[config.mk]
export PLATFORM = sky130hd
export DESIGN_NAME = trap_sequencer_flat
export DESIGN_NICKNAME = d
export VERILOG_FILES = /design/src/rtl/trap_sequencer_if.sv /design/src/rtl/trap_sequencer.sv /design/src/flat_wrapper.sv
export SDC_FILE = /design/constraint.sdc
export NUM_CORES = 1
export LEC_CHECK = 0
export ABC_AREA = 1
export CAP_MARGIN = 20
export CORE_MARGIN = 2
export CORE_UTILIZATION = 30
export DETAILED_ROUTE_END_ITERATION = 8
export HOLD_SLACK_MARGIN = 0.02
export PLACE_DENSITY = 0.68
export SYNTH_ARGS = -nofsm -noshare
export SYNTH_HDL_FRONTEND = slang
export SYNTH_SLANG_ARGS = --single-unit
[constraint.sdc]
create_clock -name clk -period 4.8 [get_ports clk]
set_input_delay 0.96 -clock clk [delete_from_list [all_inputs] [get_ports clk]]
set_output_delay 0.96 -clock clk [all_outputs]
set_load 0.01 [all_outputs]
[src/rtl/trap_sequencer_if.sv]
// CSR traffic for the trap sequencer: pipeline CSR write requests in,
// and the single architectural CSR write port out.
interface trap_sequencer_if;
  logic        csr_req_valid_i;
  logic [11:0] csr_req_addr_i;
  logic [31:0] csr_req_data_i;
  logic        csr_req_ready_o;
  logic        csr_w_en_o;
  logic [11:0] csr_addr_o;
  logic [31:0] csr_w_data_o;

  modport slave (
    input  csr_req_valid_i, csr_req_addr_i, csr_req_data_i,
    output csr_req_ready_o, csr_w_en_o, csr_addr_o, csr_w_data_o
  );

  modport master (
    output csr_req_valid_i, csr_req_addr_i, csr_req_data_i,
    input  csr_req_ready_o, csr_w_en_o, csr_addr_o, csr_w_data_o
  );
endinterface

[src/rtl/trap_sequencer.sv]
// Machine-mode trap/mret sequencer: serialises the mepc/mcause/mtval/mstatus
// updates over one CSR write port, then redirects fetch.
module trap_sequencer #(
  parameter bit VECTORED_EN = 1'b1
) (
  input  logic        clk,
  input  logic        reset,
  input  logic        exc_valid_i,
  input  logic [31:0] exc_cause_i,
  input  logic [31:0] trap_pc_i,
  input  logic [31:0] exc_tval_i,
  input  logic        mret_i,
  input  logic [31:0] mstatus_i,
  input  logic [31:0] mip_i,
  input  logic [31:0] mie_i,
  input  logic [31:0] mepc_i,
  input  logic [31:0] mtvec_base_i,
  input  logic [1:0]  mtvec_mode_i,
  trap_sequencer_if.slave csr,
  output logic        event_ack_o,
  output logic        busy_o,
  output logic        flush_o,
  output logic        redirect_valid_o,
  output logic [31:0] redirect_pc_o
);

  typedef enum logic [2:0] {
    IDLE, W_EPC, W_CAUSE, W_TVAL, W_STATUS, M_STATUS, REDIRECT
  } state_e;

  state_e      state_q;
  logic [31:0] pc_q, cause_q, tval_q, redirect_pc_q;
  logic        irq_q;

  logic        idle, irq_take, take_exc, take_irq, take_mret, accept;
  logic [31:0] irq_pend, status_trap, status_mret, trap_target;
  logic [4:0]  irq_code;

  assign idle      = (state_q == IDLE);
  assign irq_pend  = mip_i & mie_i & 32'h0000_0888;
  assign irq_take  = mstatus_i[3] & (|irq_pend);
  assign irq_code  = irq_pend[11] ? 5'd11 : (irq_pend[3] ? 5'd3 : 5'd7);

  assign take_exc  = idle & exc_valid_i;
  assign take_irq  = idle & ~exc_valid_i & irq_take;
  assign take_mret = idle & ~exc_valid_i & ~irq_take & mret_i;
  assign accept    = take_exc | take_irq | take_mret;

  // Trap entry: MPIE<=MIE, MIE<=0, MPP<=M. mret: MIE<=MPIE, MPIE<=1, MPP<=M.
  always_comb begin
    status_trap        = mstatus_i;
    status_trap[7]     = mstatus_i[3];
    status_trap[3]     = 1'b0;
    status_trap[12:11] = 2'b11;
    status_mret        = mstatus_i;
    status_mret[3]     = mstatus_i[7];
    status_mret[7]     = 1'b1;
    status_mret[12:11] = 2'b11;
  end

  assign trap_target = (VECTORED_EN && mtvec_mode_i == 2'b01 && irq_q)
                     ? mtvec_base_i + {25'b0, cause_q[4:0], 2'b00}
                     : mtvec_base_i;

  // Outputs are gated by reset so an aborted sequence emits nothing more.
  assign event_ack_o         = ~reset & accept;
  assign flush_o             = ~reset & accept;
  assign busy_o              = ~reset & ~idle;
  assign redirect_valid_o    = ~reset & (state_q == REDIRECT);
  assign redirect_pc_o       = redirect_pc_q;
  assign csr.csr_req_ready_o = ~reset & idle & ~accept;

  always_comb begin
    csr.csr_w_en_o   = 1'b0;
    csr.csr_addr_o   = 12'h000;
    csr.csr_w_data_o = 32'h0;
    if (!reset) begin
      case (state_q)
        IDLE: if (csr.csr_req_valid_i && !accept) begin
          csr.csr_w_en_o   = 1'b1;
          csr.csr_addr_o   = csr.csr_req_addr_i;
          csr.csr_w_data_o = csr.csr_req_data_i;
        end
        W_EPC: begin
          csr.csr_w_en_o   = 1'b1;
          csr.csr_addr_o   = 12'h341;
          csr.csr_w_data_o = pc_q & ~32'h1;
        end
        W_CAUSE: begin
          csr.csr_w_en_o   = 1'b1;
          csr.csr_addr_o   = 12'h342;
          csr.csr_w_data_o = cause_q;
        end
        W_TVAL: begin
          csr.csr_w_en_o   = 1'b1;
          csr.csr_addr_o   = 12'h343;
          csr.csr_w_data_o = tval_q;
        end
        W_STATUS: begin
          csr.csr_w_en_o   = 1'b1;
          csr.csr_addr_o   = 12'h300;
          csr.csr_w_data_o = status_trap;
        end
        M_STATUS: begin
          csr.csr_w_en_o   = 1'b1;
          csr.csr_addr_o   = 12'h300;
          csr.csr_w_data_o = status_mret;
        end
        default: ;
      endcase
    end
  end

  always_ff @(posedge clk) begin
    if (reset) begin
      state_q       <= IDLE;
      pc_q          <= 32'h0;
      cause_q       <= 32'h0;
      tval_q        <= 32'h0;
      irq_q         <= 1'b0;
      redirect_pc_q <= 32'h0;
    end else begin
      case (state_q)
        IDLE: begin
          if (take_exc) begin
            pc_q    <= trap_pc_i;
            cause_q <= exc_cause_i;
            tval_q  <= exc_tval_i;
            irq_q   <= 1'b0;
            state_q <= W_EPC;
          end else if (take_irq) begin
            pc_q    <= trap_pc_i;
            cause_q <= {1'b1, 26'b0, irq_code};
            tval_q  <= 32'h0;
            irq_q   <= 1'b1;
            state_q <= W_EPC;
          end else if (take_mret) begin
            state_q <= M_STATUS;
          end
        end
        W_EPC:    state_q <= W_CAUSE;
        W_CAUSE:  state_q <= W_TVAL;
        W_TVAL:   state_q <= W_STATUS;
        W_STATUS: begin
          redirect_pc_q <= trap_target;
          state_q       <= REDIRECT;
        end
        M_STATUS: begin
          redirect_pc_q <= mepc_i & ~32'h1;
          state_q       <= REDIRECT;
        end
        REDIRECT: state_q <= IDLE;
        default:  state_q <= IDLE;
      endcase
    end
  end

endmodule

[src/flat_wrapper.sv]
// flat-port wrapper written by rule: the top's interface ports become plain ports
module trap_sequencer_flat 
#(
  parameter bit VECTORED_EN = 1'b1
)
  (clk, reset, exc_valid_i, exc_cause_i, trap_pc_i, exc_tval_i, mret_i, mstatus_i, mip_i, mie_i, mepc_i, mtvec_base_i, mtvec_mode_i, event_ack_o, busy_o, flush_o, redirect_valid_o, redirect_pc_o, csr_csr_req_valid_i, csr_csr_req_addr_i, csr_csr_req_data_i, csr_csr_req_ready_o, csr_csr_w_en_o, csr_csr_addr_o, csr_csr_w_data_o);
  trap_sequencer_if csr_i ();
  input  logic clk;
  input  logic reset;
  input  logic exc_valid_i;
  input  logic [31:0] exc_cause_i;
  input  logic [31:0] trap_pc_i;
  input  logic [31:0] exc_tval_i;
  input  logic mret_i;
  input  logic [31:0] mstatus_i;
  input  logic [31:0] mip_i;
  input  logic [31:0] mie_i;
  input  logic [31:0] mepc_i;
  input  logic [31:0] mtvec_base_i;
  input  logic [1:0] mtvec_mode_i;
  output logic event_ack_o;
  output logic busy_o;
  output logic flush_o;
  output logic redirect_valid_o;
  output logic [31:0] redirect_pc_o;
  input wire logic [$bits(csr_i.csr_req_valid_i)-1:0] csr_csr_req_valid_i;
  input wire logic [$bits(csr_i.csr_req_addr_i)-1:0] csr_csr_req_addr_i;
  input wire logic [$bits(csr_i.csr_req_data_i)-1:0] csr_csr_req_data_i;
  output wire logic [$bits(csr_i.csr_req_ready_o)-1:0] csr_csr_req_ready_o;
  output wire logic [$bits(csr_i.csr_w_en_o)-1:0] csr_csr_w_en_o;
  output wire logic [$bits(csr_i.csr_addr_o)-1:0] csr_csr_addr_o;
  output wire logic [$bits(csr_i.csr_w_data_o)-1:0] csr_csr_w_data_o;
  assign csr_i.csr_req_valid_i = csr_csr_req_valid_i;
  assign csr_i.csr_req_addr_i = csr_csr_req_addr_i;
  assign csr_i.csr_req_data_i = csr_csr_req_data_i;
  assign csr_csr_req_ready_o = csr_i.csr_req_ready_o;
  assign csr_csr_w_en_o = csr_i.csr_w_en_o;
  assign csr_csr_addr_o = csr_i.csr_addr_o;
  assign csr_csr_w_data_o = csr_i.csr_w_data_o;
  trap_sequencer #(.VECTORED_EN(VECTORED_EN)) u_core (.clk(clk), .reset(reset), .exc_valid_i(exc_valid_i), .exc_cause_i(exc_cause_i), .trap_pc_i(trap_pc_i), .exc_tval_i(exc_tval_i), .mret_i(mret_i), .mstatus_i(mstatus_i), .mip_i(mip_i), .mie_i(mie_i), .mepc_i(mepc_i), .mtvec_base_i(mtvec_base_i), .mtvec_mode_i(mtvec_mode_i), .csr(csr_i), .event_ack_o(event_ack_o), .busy_o(busy_o), .flush_o(flush_o), .redirect_valid_o(redirect_valid_o), .redirect_pc_o(redirect_pc_o));
endmodule
Yosys cells after proc, flatten, opt, wreduce, memory -nomap -nowiden --
Cells that the tools add are included.
Word-level totals: flip-flop bits (word level) 132, bits of input ports 307, output and inout bits 82
Operators by class: add/sub/neg operators 1, equality and inequality tests 8, multiplexer cells 25, bitwise gates (word level) 19, reductions and logical operators 10
Operator list (number):
- $mux 32 | 9
- $pmux 32 s6 | 1
- $pmux 32 s2 | 1
- $pmux 12 s5 | 1
- $add 32x7->32 | 1
- $mux 12 | 2
- $pmux 3 s5 | 1
- $and 12x12->12 | 1
- $mux 3 | 4
- $and 1x1->1 | 11
- $eq 3x3->1 const B | 3
- $eq 3x2->1 const B | 2
- $mux 5 | 1
- $not 1->1 | 5
- $reduce_or 5->1 | 1
- $mux 1 | 4
- $ne 4x4->1 const B | 1
- $reduce_bool 2->1 | 2
- $eq 3x1->1 const B | 1
- $logic_not 3->1 | 1
- $reduce_or 3->1 | 1
- $eq 2x1->1 const B | 1
- $logic_and 1x1->1 | 2
- $or 1x1->1 | 2
- 4 further kinds | 4

Longest topological paths before layout --
Gate-level depths: netlist of run 1.
depth after elaboration 12, depth in mapped cells 13

Least setup slack after synthesis of run 1 --
Ideal clock, no wire load.
path kind input-to-output, start point in mip_i[3], end point out csr_csr_w_data_o[12], data arrival time 1940 ps, data required time 3840 ps, path slack 1900 ps, stages 10, buffers on the path 1, cell sequence nand2_1 > nand2_1 > inv_1 > nand2_1 > nand2_1 > nand3_2 > nor2_4 > buf_4 > nand2_1 > a41oi_1
Between the ends: word-level cells in the longest chain between the ends 12
RTL lines:
- start: declaration | RTL line flat_wrapper.sv:16 | input logic [31:0] mip_i;
- $and 12x12->12 * | RTL line trap_sequencer.sv:40 | assign irq_pend = mip_i & mie_i & 32'h0000_0888;
- $reduce_or 3->1 * | RTL line trap_sequencer.sv:41 | assign irq_take = mstatus_i[3] & (|irq_pend);
- $and 1x1->1 * | RTL line trap_sequencer.sv:41
- $not 1->1 | RTL line trap_sequencer.sv:46 | assign take_mret = idle & ~exc_valid_i & ~irq_take & mret_i;
- $and 1x1->1 (2 in a row) | RTL line trap_sequencer.sv:46
- $or 1x1->1 * | RTL line trap_sequencer.sv:47 | assign accept = take_exc | take_irq | take_mret;
- $logic_not 1->1 * | RTL line trap_sequencer.sv:79 | IDLE: if (csr.csr_req_valid_i && !accept) begin
- $logic_and 1x1->1 * | RTL line trap_sequencer.sv:79
- $mux 32 * | RTL line trap_sequencer.sv:79
- $pmux 32 s6 * | RTL line trap_sequencer.sv:78 | case (state_q)
- $mux 32 * | RTL line trap_sequencer.sv:77 | if (!reset) begin
- end: declaration | RTL line flat_wrapper.sv:32 | output wire logic [$bits(csr_i.csr_w_data_o)-1:0] csr_csr_w_data_o;
Every way passes the cells marked *; elsewhere a longest branch is shown, timed or not.

Final worst setup path of run 1 --
start point reg u_core.state_q[1], end point out csr_csr_w_data_o[3]
Between the ends: word-level cells in the longest chain between the ends 10
RTL lines:
- start: declaration | RTL line trap_sequencer.sv:31 | state_e state_q;
- start signal: assignment | RTL line trap_sequencer.sv:116 | state_q <= IDLE;
- start signal: assignment | RTL line trap_sequencer.sv:130 | state_q <= W_EPC;
- start signal: assignment | RTL line trap_sequencer.sv:136 | state_q <= W_EPC;
- $logic_not 3->1 | RTL line trap_sequencer.sv:39, trap_sequencer.sv:78
- $and 1x1->1 | RTL line trap_sequencer.sv:45, trap_sequencer.sv:46
- $and 1x1->1, on equally long branches | RTL line trap_sequencer.sv:45, trap_sequencer.sv:46
- $or 1x1->1 / $and 1x1->1 (equally long branches) | RTL line trap_sequencer.sv:47, trap_sequencer.sv:46
- $or 1x1->1 | RTL line trap_sequencer.sv:47
- $logic_not 1->1 | RTL line trap_sequencer.sv:79
- $logic_and 1x1->1 | RTL line trap_sequencer.sv:79
- $mux 32 | RTL line trap_sequencer.sv:79
- $pmux 32 s6 * | RTL line trap_sequencer.sv:78
- $mux 32 * | RTL line trap_sequencer.sv:77
Marked as above.

==> results of run 1 <==
## flip-flops by register name (all words and copies together), names as in the netlist
| signal | count |
|---|---|
| u_core.redirect_pc_o | 32 |
| u_core.state_q | 3 |
| u_core.pc_q | 31 |
| u_core.tval_q | 32 |
| u_core.cause_q | 32 |
| u_core.irq_q | 1 |
## logic make-up (layout without fill, tap and decap cells)
group,after synthesis,after routing,share of synthesized area
XOR/XNOR,9,9,0.0111
buffers and inverters,149,457,0.0958
adder cells (fa/ha/maj),6,6,0.0116
flip-flops,131,131,0.369
other,0,1,0
AND/OR/NAND/NOR,463,463,0.269
AO/OA/AOI/OAI,293,293,0.244
## final cells by class
type,instances,area [sq um],area share
flip-flops and latches,131,2620,0.236
multi-input cells,771,3810,0.343
diodes,1,2.50,0.000225
clock inverters,15,141,0.0127
inverters,82,308,0.0277
well taps,319,399,0.0359
repair buffers,343,3400,0.306
clock buffers,17,425,0.0383
## Yosys cell counts, types with 5 or more instances
cell,instances,area share
a32o_1,10,0.014
nand4_1,9,0.0079
buf_6,12,0.019
nand2_1,268,0.14
nor3_1,7,0.0049
o21ai_1,10,0.0070
inv_1,75,0.040
o21ai_0,68,0.048
clkbuf_1,36,0.019
buf_2,13,0.0092
ha_1,5,0.0088
a221oi_1,20,0.025
inv_2,7,0.0037
a21oi_1,136,0.096
nand3_1,42,0.030
a22oi_1,16,0.017
xor2_1,6,0.0074
a31oi_1,9,0.0079
o211ai_1,5,0.0053
o221ai_1,5,0.0062
dfxtp_1,131,0.37
nor2_1,119,0.063
## per-layer routing
layer	up-vias	GRT usage	share of wire
li1	4119	-	-
met1	3824	0.283	0.42
met2	342	0.393	0.47
met3	44	0.0643	0.081
met4	2	0.0788	0.024
met5	-	0	0.00037
## through the flow
stage / setup slack [ns] / hold WS [ns] / std cells
2_1_floorplan: 1.90 / 0.438 / 1051
3_3_place_gp: 0.686 / 0.448 / 1646
3_5_place_dp: 0.676 / 0.452 / 1646
4_1_cts: 0.346 / 0.462 / 1678
5_1_grt: 0.0809 / 0.475 / 1678
6_report: 0.347 / 0.460 / 1679
## worst register-to-register path: cells and delay by family, from the launching register on
family                 cells  cell delay (ns)
buffers and inverters      3             0.97
flip-flops                 1             0.66
AND/OR/NAND/NOR            6             0.77
## final timing paths
path | from | endpoint | slack [ns] | cells after the start
worst min register to register | u_core.tval_q[0]$_SDFFE_PP0P_ | u_core.tval_q[0]$_SDFFE_PP0P_ | 0.46 | 2
worst max-delay path | u_core.state_q[1]$_SDFFE_PP0P_ | csr_csr_w_data_o[3] | 0.35 | 7
worst min-delay path | u_core.tval_q[0]$_SDFFE_PP0P_ | u_core.tval_q[0]$_SDFFE_PP0P_ | 0.46 | 2
worst max register to register | u_core.state_q[1]$_SDFFE_PP0P_ | u_core.pc_q[20]$_SDFFE_PP0P_ | 2.34 | 9
## power groups by stage
| stage | sequential [mW] | combinational [mW] | clock, mW |
|---|---|---|---|
| 4_1_cts | 1.59 | 2.42 | 1.30 |
| 3_3_place_gp | 1.60 | 2.39 | 0 |
| 6_report | 1.59 | 2.40 | 1.27 |
| 2_1_floorplan | 1.59 | 1.40 | 0 |
| 5_1_grt | 1.63 | 2.64 | 1.35 |
| 3_5_place_dp | 1.61 | 2.40 | 0 |
==> qor.txt, run 1 <==
Outcome: finished clean
Post-Place Cell Area: 10500 sq um
Initial antenna violation count: 1
Root buf cell: clkbuf_16
Bufs and invs on worst path: 4
I/O pins: 389
Die width: 158 microns
Min cycle time layout: 4.45 ns
Part of the power in combinational logic: 0.456
Power Density: 474 nW/um^2
Cell area after layout: 11100 sq um
CP dominant cell by count: inv_1
Die Y: 158 microns
Final Hold Viols: 0
CP endpoint kind: output pin
Top_reg_cell synth: dfxtp_1
CP top delay family: buffers and inverters
Peak supply drop: 0.000281 V
Pwr Total: 5.27 mW
Yosys reg bits: 131
CP required: 3.84 ns
Starting density of the core: 0.305
Crit path DAT: 3.49 ns
Leak: 4.25 nW
Fillers: 2417
Sequential area share after synthesis: 0.369
CTS tree: yes
CP startpoint kind: flip-flop
Post-route DRC: 0
DP HPWL: 21.3 mm
Rows: 56
Setup Viol. Count Final: 0
Setup_tns: 0 ns
Part of the power in the clock network: 0.242
Most frequent cells in the layout: clkdlybuf4s50_1, nand2_1, a21oi_1
CTS Hold Buffers Added: 0
Commonest non-fill, non-tap cell in the layout: clkdlybuf4s50_1
Syn Area/Cell: 6.76 sq um
Clock sinks: 131
Worst-skew pair later-pin latency: 0.42 ns
All-layer global routing usage: 0.232
Drt first pass iters: 5
1st-iter DRT viols: 552
Final core utilization: 0.476
H-tree Lvls: 4
Layout cells sized above 1: 0.0574
Slew @ Worst Pin: 1.02 ns
Post-CTS Repair Setup Buffers: 0
Crit path largest cell delay: 0.67 ns
DRT Wirelength: 29.9 mm
Post-route antenna net violation count: 0
Cts repair resizes: 0
DR vias: 8331
Mapped Area: 7110 sq um
GRT Residual Overflow: 0
Total core area: 23300 sq um
Synthesized instance count: 1051
Worst slew margin: 0.319
Hold Path Class: flip-flop to flip-flop
Final net count: 1659
CP Class: flip-flop to output pin
Crit-path slowest cell: a221oi_1
Area Growth Syn to Fin: 56.4%
Vias in the first global route: 7930
Setup Skew: 0.0133 ns
Maximum capacitance violations: 0
CTS Buffer Depth: 2
EDFF count, synth: 0
Sw Ratio: 0.416
Fin crit share: 0.928
Number of clock buffers inserted by TritonCTS: 17
Yosys warnings: 0
Slew Viols, Final: 0
GP Congestion: 0.905
Buffers on Ports: 326
Cell Chain, Critical Path: inv_1, nand3_1, buf_4, inv_1, a221oi_1, a21oi_1, clkdlybuf4s50_1
Asr flop ratio synth: 0
Vias per inst: 4.96
Worst-path fanout max: 35
Largest net degree at the start of global routing: 92
CTS clk-pin slew, worst paths: 0.06 ns
Global-route wire length before repair: 44.2 mm
Post-Syn Nets: 1364
DR WL/cell: 17.8 microns
Die ar.: 24900 sq um
Max Fclk: 225 MHz
RSZ-0062 raised after global routing: no
Internal Pwr Total: 3.08 mW
Sw power: 2.19 mW
Yosys cell types: 44
Seq pwr share: 0.303
(Power assumes the default switching activity.)
==> run 2, diff against run 1 <==
Settings changed: ABC_AREA 1 to default, PLACE_DENSITY 0.68 to 0.69, SKIP_CTS_REPAIR_TIMING from default to 1.
==> run 2 against run 1 <==
Synthesized area down 5.5%; critical endpoint is now csr_csr_w_data_o[1]; final cell count down 15%; power down 31%; via count down 8.2%; critical path depth up 3; sequential power down 19%; largest power group is now the clock network; wire length down 6.6%; flip-flop and latch count unchanged.
==> qor.txt, run 2 <==
Part of the power in combinational logic: 0.292
Top_reg_cell synth: dfxtp_1
CTS Buffer Depth: 2
Die ar.: 23600 sq um
CP startpoint kind: primary input
Placed cells: 1391
DR vias: 7651
Most common cell in the netlist: dfxtp_1
Asr flop ratio synth: 0
Cell area after layout: 10800 sq um
Power Density: 335 nW/um^2
Wire length on met2: 13.2 mm
GP Congestion: 0.833
Buffers on Ports: 326
Post-Syn Nets: 1155
Worst-path fanout max: 19
DP HPWL: 19.1 mm
Initial antenna violation count: 5
Endpoint, Worst Hold: u_core.pc_q[10]$_SDFFE_PP0P_
Pwr Total: 3.63 mW
DRT Wirelength: 27.9 mm
Synthesized instance count: 842
H-tree Lvls: 4
CP required: 3.84 ns
Area contributors post-synth: dfxtp_1, a22oi_1, nand2_1
Die width: 154 microns
All-layer global routing usage: 0.222
RSZ-0062 raised after global routing: no
Post-route antenna net violation count: 0
Synth top area share: 0.391
Setup_tns: 0 ns
Yosys warnings: 0
Final net count: 1447
Part of the power in the clock network: 0.355
Outcome: finished clean
Global-route wire length before repair: 41.4 mm
Crit path DAT: 3.75 ns
1st-iter DRT viols: 472
Fin crit share: 0.981
EDFF count, synth: 0
Slew @ Worst Pin: 0.902 ns
Layout cells sized above 1: 0.0741
Reg2Reg Depth: 5
R2r startpoint: u_core.state_q[1]$_SDFFE_PP0P_
Sequential area share after synthesis: 0.391
Leak: 3.78 nW
Finished Layout Cells: 1431
Post-synth top cells: dfxtp_1, nand2_1, a22oi_1
I/O pins: 389
Yosys cell types: 59
Post-Place Cell Area: 10200 sq um
Hold path start: u_core.pc_q[10]$_SDFFE_PP0P_
Met3 wire len: 1.93 mm
Drt first pass iters: 6
Post-route DRC: 0
Worst-skew pair later-pin latency: 0.42 ns
Hold Path Class: flip-flop to flip-flop
CP endpoint kind: output pin
DR WL/cell: 19.5 microns
CTS clk-pin slew, worst paths: 0.06 ns
Number of clock buffers inserted by TritonCTS: 17
Min-Delay Path Depth: 2
Final Hold Viols: 0
Vias per inst: 5.35
CP Class: primary input to output pin
Slew Viols, Final: 0
Setup Viol. Count Final: 0
Maximum capacitance violations: 0
Mapped Area: 6710 sq um
Most frequent cells in the layout: clkdlybuf4s50_1, dfxtp_1, nand2_1
Synth area leader: dfxtp_1
Top Layer Used: met5
Sw power: 1.19 mW
Max Fclk: 212 MHz
Seq pwr share: 0.353
Worst slew margin: 0.398
R2R Setup Slk: 2.27 ns
Rows: 54
Internal Pwr Total: 2.44 mW
Min cycle time layout: 4.71 ns
Die Y: 154 microns
Syn Area/Cell: 7.97 sq um
Starting density of the core: 0.307
Sw Ratio: 0.327
Total core area: 21900 sq um
Met1 wire length: 12.0 mm
Commonest non-fill, non-tap cell in the layout: clkdlybuf4s50_1
Area Growth Syn to Fin: 61.4%
Vias in the first global route: 7187
Peak supply drop: 0.000224 V
Setup Skew: 0.0109 ns
Largest net degree at the start of global routing: 73
Yosys reg bits: 131
Root buf cell: clkbuf_16
Clock sinks: 131
Reg2reg end: u_core.cause_q[14]$_SDFFE_PP0P_
WHS: 0.456 ns
GRT Residual Overflow: 0
CTS tree: yes
-- run 2: cell types whose count changed after synthesis, sizes merged, moves of 13 or more --
cell	delta
a211oi	+15
a21oi	-77
a221oi	-15
a22oi	+98
a31oi	+23
and2	+14
buf	-13
clkbuf	+23
inv	-76
nand2	-154
nand3	-32
nor2	-30
o21ai	-59
-- run 2: through the flow --
step | util | worst slack (ns)
after floorplan | - | 1.40
after global placement | 0.466 | 0.154
after detailed placement | 0.466 | 0.148
after CTS | 0.492 | 0.145
after global routing | 0.495 | 0.0105
final | 0.495 | 0.0905
-- run 2: worst max path at each step --
stage,startpoint,end,slack [ns],cells after the start
floorplan,mip_i[3],csr_csr_w_data_o[29],1.40,7
global placement,mie_i[3],csr_csr_w_data_o[2],0.15,9
detailed placement,mip_i[3],csr_csr_w_data_o[22],0.15,9
CTS,mip_i[3],csr_csr_w_data_o[22],0.15,9
global route,mie_i[3],csr_csr_w_data_o[28],0.01,10
finish,mie_i[3],csr_csr_w_data_o[1],0.09,10
-- run 2: kinds of logic (layout without fill, tap and decap cells) --
kind of cell	after synthesis	count (layout)	synth area share
xor gates and xnor gates	21	21	0.0274
DFF	131	131	0.391
adders and majority gates	6	6	0.0123
and+or+nand+nor	315	315	0.225
muxes	7	7	0.0112
AOI/OAI and AO/OA	279	279	0.282
other	0	4	0
buffers and inverters	83	388	0.0509
-- run 2: worst max-delay path, stage by stage --
cell	delay [ns]
clkdlybuf4s50_1	0.43
a222oi_1	0.60
buf_4	0.22
o21bai_1	0.15
nor3_4	0.18
buf_4	0.17
buf_8	0.20
nand2_1	0.08
a31oi_1	0.18
clkdlybuf4s50_1	0.58
-- run 2: power by group through the flow --
stage          sequential, mW  clock [mW]  combinational [mW]
6_report                 1.28        1.29                1.06
3_5_place_dp             1.30           0                1.05
5_1_grt                  1.29        1.36                1.15
4_1_cts                  1.28        1.31                1.06
2_1_floorplan            1.29           0               0.530
3_3_place_gp             1.30           0                1.04
-- run 2: layout make-up --
class,count,area (sq um)
diodes,4,10.0
clock buffers,17,425
clock inverters,15,144
fillers,2161,11100
inverters,6,22.5
multi-input cells,628,3790
flip-flops and latches,131,2620
well taps,280,350
repair buffers,350,3470
-- run 2: routing by layer --
| layer | vias to the layer above | GRT usage |
|---|---|---|
| met5 | - | 0 |
| met2 | 313 | 0.356 |
| met4 | 2 | 0.0965 |
| li1 | 3679 | - |
| met1 | 3606 | 0.286 |
| met3 | 51 | 0.0524 |
